**config.mk**
```make
export PLATFORM = sky130hd
export DESIGN_NAME = dmem_arb
export DESIGN_NICKNAME = d
export VERILOG_FILES = /design/src/rtl/dmem_arb_pkg.sv /design/src/rtl/dmem_arb_rr_pick2.sv /design/src/rtl/dmem_arb.sv
export SDC_FILE = /design/constraint.sdc
export NUM_CORES = 1
export LEC_CHECK = 0
export CAP_MARGIN = 15
export CELL_PAD_IN_SITES_DETAIL_PLACEMENT = 1
export CELL_PAD_IN_SITES_GLOBAL_PLACEMENT = 1
export CORE_ASPECT_RATIO = 1.1
export CORE_MARGIN = 3
export CORE_UTILIZATION = 28
export CTS_BUF_LIST = sky130_fd_sc_hd__clkbuf_8 sky130_fd_sc_hd__clkbuf_16
export DETAILED_ROUTE_END_ITERATION = 16
export PLACE_DENSITY_LB_ADDON = 0.12
export SLEW_MARGIN = 10
export SYNTH_ARGS = -nofsm -noshare
export SYNTH_HDL_FRONTEND = slang
export SYNTH_HIERARCHICAL = 1
export SYNTH_SLANG_ARGS = --single-unit
```
**constraint.sdc**
```tcl
create_clock -name clk_x -period 5.09 [get_ports clk_x]
set_input_delay 0.509 -clock clk_x [delete_from_list [all_inputs] [get_ports clk_x]]
set_output_delay 0.509 -clock clk_x [all_outputs]
set_load 0.05 [all_outputs]
```
**src/rtl/dmem_arb_pkg.sv**
```systemverilog
// Shared types for the data-memory arbiter.
// Arbitration states, requester ids and width defaults.
package dmem_arb_pkg;

    localparam int AW_DEF = 10;
    localparam int DW_DEF = 32;

    typedef enum logic {
        FREE   = 1'b0,
        LOCKED = 1'b1
    } arb_state_e;

    typedef enum logic {
        CORE = 1'b0,
        HOST = 1'b1
    } req_id_e;

endpackage

```
**src/rtl/dmem_arb_rr_pick2.sv**
```systemverilog
// Two-way round-robin picker.
// Favours the requester that was not served last.
module rr_pick2
    import dmem_arb_pkg::*;
(
    input  logic    req_c,
    input  logic    req_h,
    input  req_id_e last,
    output logic    pick_c,
    output logic    pick_h
);

    // Tie goes to whoever lost the previous grant.
    always_comb begin
        pick_c = 1'b0;
        pick_h = 1'b0;
        if (req_c && req_h) begin
            pick_c = (last == HOST);
            pick_h = (last == CORE);
        end else begin
            pick_c = req_c;
            pick_h = req_h;
        end
    end

endmodule

```
**src/rtl/dmem_arb.sv**
```systemverilog
// Core/host arbiter for a single-port data memory.
// Round-robin when free; host may lock, bounded by LOCK_MAX.
module dmem_arb
    import dmem_arb_pkg::*;
#(
    parameter int AW       = AW_DEF,
    parameter int DW       = DW_DEF,
    parameter int LOCK_MAX = 64
) (
    input  logic          clk_x,
    input  logic          rst,
    input  logic          c_req,
    input  logic          c_we,
    input  logic [AW-1:0] c_addr,
    input  logic [DW-1:0] c_wdata,
    output logic          c_gnt,
    output logic          c_rvalid,
    output logic [DW-1:0] c_rdata,
    input  logic          h_req,
    input  logic          h_we,
    input  logic          h_lock,
    input  logic [AW-1:0] h_addr,
    input  logic [DW-1:0] h_wdata,
    output logic          h_gnt,
    output logic          h_rvalid,
    output logic [DW-1:0] h_rdata,
    output logic          m_en,
    output logic          m_we,
    output logic [AW-1:0] m_addr,
    output logic [DW-1:0] m_wdata,
    input  logic [DW-1:0] m_rdata,
    output logic          lock_abort
);

    localparam int CW = $clog2(LOCK_MAX + 1);

    arb_state_e    state_q, state_d;
    req_id_e       rr_last_q, rr_last_d;
    logic [CW-1:0] lock_cnt_q, lock_cnt_d;
    logic          rv_q, rv_d;
    req_id_e       rv_own_q, rv_own_d;
    logic          abort_q, abort_d;
    logic [DW-1:0] c_hold_q, c_hold_d;
    logic [DW-1:0] h_hold_q, h_hold_d;
    logic          pick_c, pick_h;
    logic          timeout;

    rr_pick2 u_pick (
        .req_c  (c_req),
        .req_h  (h_req),
        .last   (rr_last_q),
        .pick_c (pick_c),
        .pick_h (pick_h)
    );

    // Grants: round-robin when free, host only when locked; none in reset.
    always_comb begin
        c_gnt = 1'b0;
        h_gnt = 1'b0;
        if (rst) begin
            unique case (state_q)
                FREE: begin
                    c_gnt = pick_c;
                    h_gnt = pick_h;
                end
                LOCKED: h_gnt = h_req;
            endcase
        end
    end

    // Steer the winner onto the memory port; idle fields read as zero.
    always_comb begin
        m_en    = c_gnt | h_gnt;
        m_we    = 1'b0;
        m_addr  = '0;
        m_wdata = '0;
        if (h_gnt) begin
            m_we    = h_we;
            m_addr  = h_addr;
            m_wdata = h_wdata;
        end else if (c_gnt) begin
            m_we    = c_we;
            m_addr  = c_addr;
            m_wdata = c_wdata;
        end
    end

    // Lock counter: cleared on lock entry, counts stalled core cycles.
    always_comb begin
        lock_cnt_d = lock_cnt_q;
        if (state_q == FREE) begin
            if (h_gnt && h_lock) lock_cnt_d = '0;
        end else if (c_req && lock_cnt_q != CW'(LOCK_MAX)) begin
            lock_cnt_d = lock_cnt_q + 1'b1;
        end
        timeout = (state_q == LOCKED) && h_lock
                  && (lock_cnt_d == CW'(LOCK_MAX));
    end

    // Next state, round-robin pointer and abort pulse.
    always_comb begin
        state_d   = state_q;
        rr_last_d = rr_last_q;
        abort_d   = 1'b0;
        if (c_gnt) rr_last_d = CORE;
        if (h_gnt) rr_last_d = HOST;
        unique case (state_q)
            FREE: begin
                if (h_gnt && h_lock) state_d = LOCKED;
            end
            LOCKED: begin
                if (!h_lock) begin
                    state_d = FREE;
                end else if (timeout) begin
                    state_d   = FREE;
                    abort_d   = 1'b1;
                    rr_last_d = HOST;
                end
            end
        endcase
    end

    // Read response pipe and per-port held read data.
    always_comb begin
        rv_d     = m_en && !m_we;
        rv_own_d = h_gnt ? HOST : CORE;
        c_rvalid = rv_q && (rv_own_q == CORE);
        h_rvalid = rv_q && (rv_own_q == HOST);
        c_hold_d = c_rvalid ? m_rdata : c_hold_q;
        h_hold_d = h_rvalid ? m_rdata : h_hold_q;
        c_rdata  = c_hold_d;
        h_rdata  = h_hold_d;
        lock_abort = abort_q;
    end

    // State registers.
    always_ff @(posedge clk_x or negedge rst) begin
        if (!rst) begin
            state_q    <= FREE;
            rr_last_q  <= HOST;
            lock_cnt_q <= '0;
            rv_q       <= 1'b0;
            rv_own_q   <= CORE;
            abort_q    <= 1'b0;
            c_hold_q   <= '0;
            h_hold_q   <= '0;
        end else begin
            state_q    <= state_d;
            rr_last_q  <= rr_last_d;
            lock_cnt_q <= lock_cnt_d;
            rv_q       <= rv_d;
            rv_own_q   <= rv_own_d;
            abort_q    <= abort_d;
            c_hold_q   <= c_hold_d;
            h_hold_q   <= h_hold_d;
        end
    end

endmodule

```
-- Word level (Yosys, flattened, before mapping)
Index checks and enable logic that the tools add are counted.
- register bits after elaboration: 76
- bits of input ports: 123
- output and inout bits: 113
- word-level logic and storage cells: 54
- add/sub/neg operators: 1
- eq/ne operators: 2
- multiplexer cells: 30
- bitwise logic cells: 4
- reduce and logical (&&, ||, !) cells: 9
- operators by type and width (cell ; count):
    two-way mux 32 bit ; 4
    two-way mux 7 bit ; 3
    two-way mux 10 bit ; 2
    two-way mux 1 bit ; 19
    logical AND 1 bit ; 8
    adder 7 x 1 -> 7 bit, second input constant ; 1
    == test 7 bit, second input constant ; 1
    inequality test 7 bit, second input constant ; 1
    case mux 1 bit (2 select lines) ; 2
    NOT 1 bit ; 3
    logical NOT 1 bit ; 1
    bitwise OR 1 bit ; 1

-- Longest topological paths before layout
Gate-level depths: netlist of the first run.
- depth in word-level cells: 12
- mapped depth: 7
- gate-level depth less buffers: 7

-- Modules after synthesis
Netlist of the first run, hierarchy kept.
- by module, submodules not included (module ; times used ; cells each ; area an instance (um2) ; seq. area each (um2)):
    dmem_arb ; 1 ; 351 ; 3653.5 ; 1903.1
    rr_pick2 ; 1 ; 3 ; 18.8 ; 0.0

-- Least setup slack after synthesis of the first run
OpenSTA, ideal clock, no wires.
- path type: input port to output port
- start point: input port h_req
- end point: output port m_addr[0]
- arrival time: 2.298 ns
- data required time: 4.581 ns
- setup slack: 2.283 ns
- stages: 7
- buffers on the path: 1
- cells stage by stage: a21boi_1 mux2_2 nand2_1 inv_2 buf_1 nand2_1 nand2_1
- elaborated cells between the ends (all ways): 9
- classes of those cells: mux: 8; reduce/logical: 1
- RTL lines (element ; RTL line ; source):
    from (decl) ; dmem_arb.sv:19 ; input logic h_req,
    logical AND 1 bit ; dmem_arb_rr_pick2.sv:17 ; if (req_c && req_h) begin
    two-way mux 1 bit ; dmem_arb_rr_pick2.sv:17 ;
    case mux 1 bit (2 select lines) * ; dmem_arb.sv:61 ; unique case (state_q)
    two-way mux 1 bit * ; dmem_arb.sv:60 ; if (rst) begin
    named net h_gnt ; dmem_arb.sv:24 ; output logic h_gnt,
    two-way mux 10 bit * ; dmem_arb.sv:77 ; if (h_gnt) begin
    to (decl) ; dmem_arb.sv:29 ; output logic [AW-1:0] m_addr,
The timed path passes the listed nets; every way through them passes the cells marked *.

-- Final worst setup path of the first run
- start point: input port h_req
- end point: output port m_wdata[2]
- elaborated cells between the ends (all ways): 9
- classes of those cells: mux: 8; reduce/logical: 1
- RTL lines (element ; RTL line ; source):
    logical AND 1 bit ; dmem_arb_rr_pick2.sv:17 ;
    two-way mux 1 bit * ; dmem_arb_rr_pick2.sv:17 ;
    named net pick_h ; dmem_arb.sv:45 ; logic pick_c, pick_h;
    case mux 1 bit (2 select lines) * ; dmem_arb.sv:61 ;
    two-way mux 1 bit * ; dmem_arb.sv:60 ;
    two-way mux 32 bit * ; dmem_arb.sv:77 ;
    to (decl) ; dmem_arb.sv:30 ; output logic [DW-1:0] m_wdata,
Marks and branches as above.

==> metrics, run 1 <==
Post-synth EDFFs=0; Switching Power=0.00166 W; Crit. End Element=output pin; Clock Sinks=76; reg2reg end=rr_last_q; outcome=finished clean; CP max-delay cell=clkdlybuf4s50_1; max-cap violation count=0; root buffer cell=clkbuf_16; gr usage total=0.184; Mean Syn Cell Area=10.4 µm²; antenna fix cells=0; Power per Cell Area=556 nW/µm²; CTS Buf Count=9; Final Hold Fails=0; vias in the first global route=3,889; DIE HEIGHT=126 µm; final hold slack=0.447 ns; cts hold-fix bufs=0; Post-synth top flop=dfrtp_1; Pwr Total=0.00358 W; Post-Route WL=13,400 µm; clk slew on worst S/H paths=0.06 ns; Startpoint Class=input port; #FFs+latches synth=76; fin. max-slew vios=0; initial core utilization=0.289; WP data arrival=3.22 ns; CP cell instances=clkdlybuf4s50_1 > a21boi_1 > mux2_2 > nand2_1 > inv_2 > nand2_1 > nand2_1 > clkdlybuf4s50_1; crit path launch=h_req; Flop pwr share=0.254; fraction of registers with async set/reset=1.00; Post-Syn Area=3670 µm²; endpoints failing setup=0; Largest stage delay, worst path=0.81 ns; hpwl dp=10,500 µm; Internal=0.00192 W; post-CTS sizing=0; RSZ-0062 raised after global routing=false; # Post-CTS Setup Buffers=0; synth warn=6; Pleak=2.79 nW; VDD IR-drop max=0.000190 V; reg2reg start=lock_cnt_q[0]; Max FO, Critical Path=46; IO Port Bufs=235; IO Pins=236; Tightest Pin Transition=0.979 ns; die area=14,500 µm²; Sw Share=0.464; minimum clock period=3.73 ns; Critical Path Most Common Cell=nand2_1; layout overhead on the synthesized area=75.4%; Remaining DRCs=0; syn_nets=479; clk buf depth=2; post-synthesis sequential area ratio=0.518; gpl congestion=0.832; worst path required time=4.58 ns; WL/cell=18.0 µm; skew final=0.00461 ns; global route total overflow=0; die width=115 µm; relative max-transition margin=0.347; stages on the worst setup path=8; Crit Path Class=input port to output pin; Top delay family on crit path=buffers and inverters; layout cell share with drive strength beyond 1=0.0679; Final ANT Viol Nets=0; CP bufs+invs=3; synth unique cells=41; initial antenna violation count=0; Comb pwr share=0.571; first-pass GRT wire length=20,800 µm; Cells after Synth=354; setup TNS=0 ns; part of the cycle the worst path needs=0.732; Peak Freq=268 MHz; Via density=4.85; DR vias=3,618; pin count of the biggest net entering global routing=79; Worst-Skew Late Latency=0.34 ns; Nets=709; Critical Path End=m_wdata[2]; TritonCTS clock tree=done; power share of the clock group=0.175; Placement Rows=43; H-Tree Depth=3; r2r worst-path depth=7; total core area=12,700 µm²; DRT iter0 DRCs=110; DRT Pass-1 Iters=4; Reg2Reg Setup Slack=2.84 ns; Min-Delay Path Class=input port to async pin
==> final cells by class <==
type | count | area [µm²]
Clock buffer | 10 | 239
Clock inverter | 6 | 56.3
Fill cell | 1427 | 6250
Inverter | 9 | 33.8
Multi-Input combinational cell | 250 | 1670
Sequential cell | 76 | 1900
Tap cell | 157 | 196
Timing Repair Buffer | 238 | 2350
==> stage by stage <==
| stage | setup slack (ns) | utilization | instance area, µm² | instances |
|---|---|---|---|---|
| 2_1_floorplan | 2.28 | - | 3670 | 354 |
| 3_3_place_gp | 1.43 | 0.484 | 6150 | 730 |
| 3_5_place_dp | 1.36 | 0.484 | 6150 | 730 |
| 4_1_cts | 1.36 | 0.507 | 6440 | 746 |
| 5_1_grt | 1.11 | 0.507 | 6440 | 746 |
| 6_report | 1.36 | 0.507 | 6440 | 746 |
==> placed cells by master (no fill, tap or decap), types with 2 or more instances in the layout <==
cell	n
clkdlybuf4s50_1	224
nand2_1	96
dfrtp_1	75
mux2_1	61
nand3_1	45
buf_4	14
inv_1	9
clkbuf_16	9
mux2_2	4
nor2_1	4
nand3b_1	2
inv_2	2
o31ai_1	2
and2_1	2
a211o_1	2
o2111ai_1	2
a21oi_1	2
nor4_1	2
ha_1	2
clkinv_2	2
a21boi_1	2
==> synth_stat cells (all sizes together), types with 4 or more instances <==
| library cell | number | share of area |
|---|---|---|
| buf | 9 | 0.0092 |
| inv | 9 | 0.0092 |
| dfrtp | 75 | 0.51 |
| mux2 | 65 | 0.20 |
| nand3 | 45 | 0.061 |
| nand2 | 96 | 0.098 |
| clkbuf | 10 | 0.010 |
| nor2 | 4 | 0.0041 |
==> power by group through the flow <==
| stage | logic, W | registers, W | clock network [W] |
|---|---|---|---|
| finish | 0.00205 | 0.000909 | 0.000626 |
| global route | 0.00214 | 0.000935 | 0.000675 |
| CTS | 0.00207 | 0.000914 | 0.000644 |
| detailed placement | 0.00207 | 0.000925 | 0 |
| global placement | 0.00204 | 0.000908 | 0 |
| floorplan | 0.00134 | 0.000898 | 0 |
==> state kept, by name, indices dropped and copies added (netlist names) <==
name and cells:
rv_q 1, state_q 1, c_hold_q 32, h_hold_q 32
lock_cnt_q 7, rv_own_q 1, lock_abort 1, rr_last_q 1
==> metal layers <==
layer  up-vias  wire length (µm)  track usage
met5         -                 0            0
met4         0               302       0.0642
met3        22              1400       0.0836
met2       177              6670        0.316
met1      1747              5040        0.199
li1       1672                 -            -
==> worst min path at each step <==
stage,start,endpoint,slack (ns),cells past startpoint
6_report,rst,h_hold_q[8],0.45,2
2_1_floorplan,rst,c_hold_q[0],0.21,0
4_1_cts,c_hold_q[28],c_hold_q[28],0.49,1
3_3_place_gp,c_hold_q[18],c_hold_q[18],0.47,1
5_1_grt,h_hold_q[26],h_hold_q[26],0.50,1
3_5_place_dp,c_hold_q[29],c_hold_q[29],0.48,1
==> kinds of logic after synthesis <==
kind of cell,share of synthesized area
multiplexers,0.202
buffers and inverters,0.0286
AND/OR/NAND/NOR,0.200
flip-flops,0.518
adder cells (fa/ha/maj),0.00681
XOR/XNOR,0.00239
AO/OA/AOI/OAI,0.0422
No activity file was read; power rests on OpenSTA's default activity.
==> run 2, diff against run 1 <==
--- a/config.mk
+++ b/config.mk
@@ -10,7 +10,7 @@
 export CELL_PAD_IN_SITES_GLOBAL_PLACEMENT = 1
 export CORE_ASPECT_RATIO = 1.1
 export CORE_MARGIN = 3
-export CORE_UTILIZATION = 28
+export CORE_UTILIZATION = 24
 export CTS_BUF_LIST = sky130_fd_sc_hd__clkbuf_8 sky130_fd_sc_hd__clkbuf_16
 export DETAILED_ROUTE_END_ITERATION = 16
 export PLACE_DENSITY_LB_ADDON = 0.12
==> constraint.sdc (replaced) <==
create_clock -name clk_x -period 3.2 [get_ports clk_x]
set_input_delay 0.32 -clock clk_x [delete_from_list [all_inputs] [get_ports clk_x]]
set_output_delay 0.32 -clock clk_x [all_outputs]
set_load 0.05 [all_outputs]
==> metrics, run 2 (same netlist as run 1, synthesis figures left out) <==
H-Tree Depth=3; pin count of the biggest net entering global routing=71; setup TNS=0 ns; Max FO, Critical Path=33; initial antenna violation count=0; total core area=14,700 µm²; global route total overflow=0; antenna fix cells=0; fin. max-slew vios=0; first-pass GRT wire length=21,500 µm; worst setup margin=0.496 ns; DRT Pass-1 Iters=4; skew final=0.00693 ns; DRT iter0 DRCs=124; reg2reg start=lock_cnt_q[0]; Post-Route WL=14,300 µm; gpl congestion=0.768; Pleak=3.05 nW; layout overhead on the synthesized area=92.5%; clk slew on worst S/H paths=0.06 ns; Via density=4.61; Crit Path Class=register to output pin; max-cap violation count=0; FF+latch area=1900 µm²; Multi-input gate area=1670 µm²; Worst-Skew Late Latency=0.33 ns; Placement Rows=46; Tightest Pin Transition=0.903 ns; Peak Freq=370 MHz; Remaining DRCs=0; hpwl dp=11,300 µm; DR vias=3,626; outcome=finished clean; Clock Sinks=76; die width=124 µm; minimum clock period=2.70 ns; relative max-transition margin=0.398; Post-Place Worst Slack=0.653 ns; CTS Buf Count=9; part of the cycle the worst path needs=0.845; DIE HEIGHT=136 µm; # Post-CTS Setup Buffers=0; VDD IR-drop max=0.000312 V; biggest regs=c_hold_q x32, h_hold_q x32, lock_cnt_q x7; TritonCTS clock tree=done; cts hold-fix bufs=1; post-CTS sizing=0; final hold slack=0.369 ns; clk buf depth=2; root buffer cell=clkbuf_16; Min-Delay Path Class=input port to async pin; Power per Cell Area=853 nW/µm²; gr usage total=0.166; commonest non-fill, non-tap cell in the layout=clkdlybuf4s50_1; Nets=715; crit path launch=rv_q; die area=16,800 µm²; layout cell share with drive strength beyond 1=0.143; RSZ-0062 raised after global routing=false; Final Hold Fails=0; Startpoint Class=register; endpoints failing setup=0; worst path required time=2.88 ns; Crit. End Element=output pin; WL/cell=18.2 µm; initial core utilization=0.250; commonest cells after routing, fill and taps aside=clkdlybuf4s50_1, nand2_1, dfrtp_1, mux2_1, buf_12; Final ANT Viol Nets=0; WP data arrival=2.38 ns; IO Pins=236; IO Port Bufs=235; number of fill cells=1,590; vias in the first global route=4,017
[run 2: path summary, 6_finish.rpt]
path | slack (ns) | to | cells past startpoint
setup / recovery | 0.50 | c_rdata[1] | 4
hold / removal | 0.37 | lock_cnt_q[2] | 2
setup reg to reg | 0.97 | rr_last_q | 7
hold reg to reg | 0.49 | c_hold_q[8] | 1
max in group asynchronous | 1.72 | c_hold_q[24] | 3
min in group clk_x | 0.49 | c_hold_q[8] | 1
[run 2: worst max-delay path: stages, from the launching register on]
cell and delay (ns):
dfrtp_1 0.39, nand2b_2 0.07, buf_4 0.42, mux2_1 0.40, clkdlybuf4s50_1 0.74
[run 2: layout make-up]
cell class / instances / share of cell area
multi-input combinational: 250 / 0.236
sequential: 76 / 0.269
tap: 192 / 0.0340
clock buffer: 9 / 0.0319
clock inverter: 7 / 0.0163
inverter: 9 / 0.00478
timing repair buffer: 244 / 0.408
[run 2: report_power, final]
part	switching [W]	leakage, nW	internal, W
clock	0.000392	0.167	0.000760
sequential	0.000113	0.905	0.00134
combinational	0.00219	1.98	0.00123
[run 2: through the flow]
step / cell area [µm²] / utilization / total power, W / cells
4_1_cts: 7070 / 0.482 / 0.00611 / 787
3_5_place_dp: 6720 / 0.458 / 0.00493 / 770
6_report: 7070 / 0.482 / 0.00603 / 787
5_1_grt: 7070 / 0.482 / 0.00631 / 787
2_1_floorplan: 3670 / - / 0.00356 / 354
3_3_place_gp: 6720 / 0.458 / 0.00486 / 770
[run 2: routing by layer]
metal	global-route usage	vias to the layer above	share of wire
li1	-	1693	-
met1	0.186	1748	0.38
met2	0.282	175	0.48
met3	0.0794	10	0.13
met4	0.0456	0	0.011
met5	0	-	0
==> run 3, diff against run 2 <==
==> constraint.sdc (replaced) <==
create_clock -name clk_x -period 2.2 [get_ports clk_x]
set_input_delay 0.22 -clock clk_x [delete_from_list [all_inputs] [get_ports clk_x]]
set_output_delay 0.22 -clock clk_x [all_outputs]
set_load 0.05 [all_outputs]
==> metrics, run 3 (same netlist as run 1, synthesis figures left out) <==
gr usage total=0.173; power share of the clock group=0.170; r2r worst-path depth=7; Tightest Pin Transition=0.881 ns; clk slew on worst S/H paths=0.06 ns; commonest non-fill, non-tap cell in the layout=clkdlybuf4s50_1; FF+latch area=1900 µm²; Nets=734; die width=124 µm; Switching Power=0.00403 W; Startpoint Class=register; VDD IR-drop max=0.000417 V; Pleak=3.24 nW; Final Hold Fails=0; Clock Sinks=76; setup TNS=0 ns; Power per Cell Area=1180 nW/µm²; Peak Freq=467 MHz; Final ANT Viol Nets=0; H-Tree Depth=3; die area=16,800 µm²; IO Port Bufs=235; final hold slack=0.289 ns; fin. max-slew vios=0; pin count of the biggest net entering global routing=70; DIE HEIGHT=136 µm; reg2reg end=state_q; Post-Route WL=14,900 µm; DRT Pass-1 Iters=4; Pwr Total=0.00870 W; outcome=finished clean; worst setup margin=0.0608 ns; DRT iter0 DRCs=106; Via density=4.63; Reg2Reg Setup Slack=0.10 ns; max-cap violation count=0; reg2reg start=lock_cnt_q[1]; Remaining DRCs=0; initial core utilization=0.250; Crit Path Class=register to output pin; DR vias=3,733; first-pass GRT wire length=22,200 µm; layout overhead on the synthesized area=100%; placed insts=784; root buffer cell=clkbuf_16; endpoints failing setup=0; relative max-transition margin=0.413; initial antenna violation count=0; CTS Buf Count=9; skew final=0.00711 ns; hpwl dp=11,300 µm; RSZ-0062 raised after global routing=true; number of fill cells=1,578; Placement Rows=46; WL/cell=18.4 µm; Post-Place Worst Slack=-0.0147 ns; TritonCTS clock tree=done; Non-Filler Instances=806; Flop pwr share=0.241; Max FO, Critical Path=19; Crit. End Element=output pin; Worst-Skew Late Latency=0.33 ns; part of the cycle the worst path needs=0.972; global route total overflow=0; Multi-input gate area=1840 µm²; total core area=14,700 µm²; clk buf depth=2; WP data arrival=1.92 ns; layout cell share with drive strength beyond 1=0.352; biggest regs=c_hold_q x32, h_hold_q x32, lock_cnt_q x7; worst path required time=1.98 ns; commonest cells after routing, fill and taps aside=clkdlybuf4s50_1, buf_4, dfrtp_1, mux2_1, buf_12; minimum clock period=2.14 ns; antenna fix cells=0; Min-Delay Path Class=input port to async pin; IO Pins=236; Internal=0.00468 W; vias in the first global route=4,071; Comb pwr share=0.588; Sw Share=0.463; gpl congestion=0.827
## run 3: cell count changes in the layout (fill, tap and decap cells not counted), moves of 2 or more
| cell | change |
|---|---|
| buf_12 | +9 |
| buf_4 | +71 |
| nand2_1 | -43 |
| nand2_2 | +42 |
| bufinv_16 | -2 |
| clkdlybuf4s50_1 | -63 |
## run 3: how the worst max path moves through the flow
| stage | from | to | slack (ns) | depth (start not counted) |
|---|---|---|---|---|
| 2_1_floorplan | lock_cnt_q[0] | rr_last_q | 0.13 | 7 |
| 4_1_cts | rr_last_q | m_wdata[6] | -0.02 | 8 |
| 3_3_place_gp | h_req | m_we | 0.02 | 9 |
| 6_report | rr_last_q | m_addr[2] | 0.06 | 8 |
| 3_5_place_dp | h_req | rr_last_q | -0.01 | 7 |
| 5_1_grt | rr_last_q | m_wdata[3] | -0.05 | 8 |
## run 3: worst max-delay path, cell delays in order, from the launching register on
cell and delay [ns]:
dfstp_2 0.55, inv_1 0.04, a21boi_1 0.12, nand3b_1 0.15, inv_2 0.16, clkbuf_16 0.21, nand3_1 0.11, nand2_2 0.11
buf_12 0.14
## run 3: final cells by class
cell class              instances  area share
repair buffers                263       0.411
multi-input cells             250       0.251
clock buffers                  10      0.0325
clock inverters                 6     0.00869
well taps                     192      0.0327
inverters                       9     0.00494
flip-flops and latches         76       0.259
## run 3: stage by stage
stage,utilization,cell area (µm²)
after floorplan,-,3670
after global placement,0.461,6770
after detailed placement,0.461,6770
after CTS,0.495,7260
after global routing,0.501,7350
final,0.501,7350
## run 3: routing by layer
metal,vias up,wire length [µm],global-route usage
met5,-,0,0
met4,0,308,0.0657
met3,18,1830,0.0785
met2,179,7210,0.295
met1,1810,5510,0.188
li1,1726,-,-
## run 3: power by group through the flow
stage                     Clock, W  Sequential [W]  Combinational (W)
final                      0.00148         0.00210            0.00512
after global placement           0         0.00209            0.00496
after detailed placement         0         0.00214            0.00503
after floorplan                  0         0.00208            0.00310
after global routing       0.00159         0.00216            0.00536
after CTS                  0.00154         0.00211            0.00512
## run 3: repair_timing
item,in CTS,in global routing
endpoints found under the hold margin,7,0
hold buffers,1,0
setup endpoints to repair,44,45
resized for setup,40,17
gates cloned,2,1
pin swaps,2,4
buffers inserted,1,2
==> variant, RTL diff (config.mk and constraints of run 1) <==
Change the parameter `LOCK_MAX` from 64 to 32.
--- a/src/rtl/dmem_arb.sv
+++ b/src/rtl/dmem_arb.sv
@@ -7,3 +7,3 @@
     parameter int DW       = DW_DEF,
-    parameter int LOCK_MAX = 64
+    parameter int LOCK_MAX = 32
 ) (
Function: same outputs for any inputs over 10 cycles, from zero or initial values and one cycle with rst low; that may be too few to reach the edited logic, so the function may still have changed.
==> variant against run 1 <==
Synthesized area decreased by 3.0%; synthesized cell count decreased by 3.1%; power down 2.1%; largest cell class unchanged; design area shrank 2.0%; worst setup slack worse by 0.23 ns; global-route usage up 0.25 points; critical endpoint is now m_addr[4]; sequential cell count decreased by 1; wire length is 2.5% lower.
==> variant: results (changes against run 1) <==
* Status: completed (unchanged)
* Max VDD drop at 421 uV (was 190 uV)
* Post-Synthesis Cells at 343 (was 354)
* CP startpoint: c_req (was h_req)
* Crit path arrival time at 3.45 ns (was 3.22 ns)
* Synth Area in XOR/XNOR at 0% (was 0.239%)
* Filler Cell Count at 1362 (was 1427)
* Skew final at 0.00220 ns (was 0.00461 ns)
* Period minus WS final at 3.95 ns (was 3.73 ns)
* Post-Synth Adder-Cell Area at 0.702% (was 0.681%)
* CP max FO at 36 (was 46)
* Pin count of the biggest net entering global routing at 78 (was 79)
* Post-DP HPWL at 10200 um (was 10500 um)
* RR Endpoint: rv_q (was rr_last_q)
* Post-synthesis compound-gate area fraction at 3.72% (was 4.22%)
* Worst R2R Path Depth at 5 (was 7)
* Placement Setup Slack at 1.12 ns (was 1.36 ns)
* Number of global-route vias before repair at 3830 (was 3889)
* Commonest cells post-synth: 95 x nand2_1, 74 x dfrtp_1, 65 x mux2_2 (was 96 x nand2_1, 75 x dfrtp_1, 61 x mux2_1)
* Final wirelength at 13100 um (was 13400 um)
* Fin Hold WS at 0.451 ns (was 0.447 ns)
* Netlist cell types at 34 (was 41)
* Sequential-to-total area share from yosys stat at 52.7% (was 51.8%)
* Placed insts at 717 (was 730)
* Post-DP Area at 6050 um2 (was 6150 um2)
* LEAKAGE at 2.73 nW (was 2.79 nW)
==> variant: changes by cell type after synthesis, sizes merged, moves of 2 or more <==
cell / before / now
buf: 9 / 5
clkbuf: 10 / 14
nor2: 4 / 0
inv: 9 / 6
nand3: 45 / 48
nor3: 1 / 4
o21ai: 1 / 4
and3: 2 / 0
nor4: 2 / 0
o2111ai: 2 / 0
or3: 1 / 3
==> variant: how the worst min path moves through the flow <==
| stage | start | endpoint | cells after the start |
|---|---|---|---|
| 6_report | rst | h_hold_q[17] | 2 |
| 3_3_place_gp | c_hold_q[12] | c_hold_q[12] | 1 |
| 4_1_cts | rst | c_hold_q[17] | 2 |
| 3_5_place_dp | c_hold_q[29] | c_hold_q[29] | 1 |
| 2_1_floorplan | rst | c_hold_q[0] | 0 |
| 5_1_grt | h_hold_q[28] | h_hold_q[28] | 1 |
==> variant: kinds of logic after synthesis <==
group                    after synthesis
buffers and inverters                 26
AND/OR/NAND/NOR                      156
multiplexers                          66
adder cells (fa/ha/maj)                2
AO/OA/AOI/OAI                         18
flip-flops                            75
==> variant: critical path: stages <==
cell             delay, ns
clkdlybuf4s50_1       0.46
a21boi_1              0.15
nand3b_1              0.15
clkinv_1              0.79
buf_4                 0.48
nand3_1               0.09
nand2_1               0.07
clkdlybuf4s50_1       0.72
==> variant: layout make-up <==
type	instances	share of cell area, %
repair buffers	239	37.4
flip-flops and latches	75	29.7
multi-input cells	242	25.2
clock buffers	9	3.57
well taps	154	3.05
clock inverters	7	0.693
inverters	7	0.416
==> variant: where the power goes <==
part	internal (mW)	switching (mW)	leakage, nW
clock network	0.327	0.242	0.131
registers	0.828	0.0653	0.891
logic	0.721	1.32	1.71
total	1.88	1.63	2.73
==> variant: routing by layer <==
layer  track usage (%)  up-vias  wire (um)
li1                  -     1638          -
met1              20.6     1657       5100
met2              32.8      160       6510
met3              7.43        9       1320
met4              5.09        0        136
met5                 0        -          0
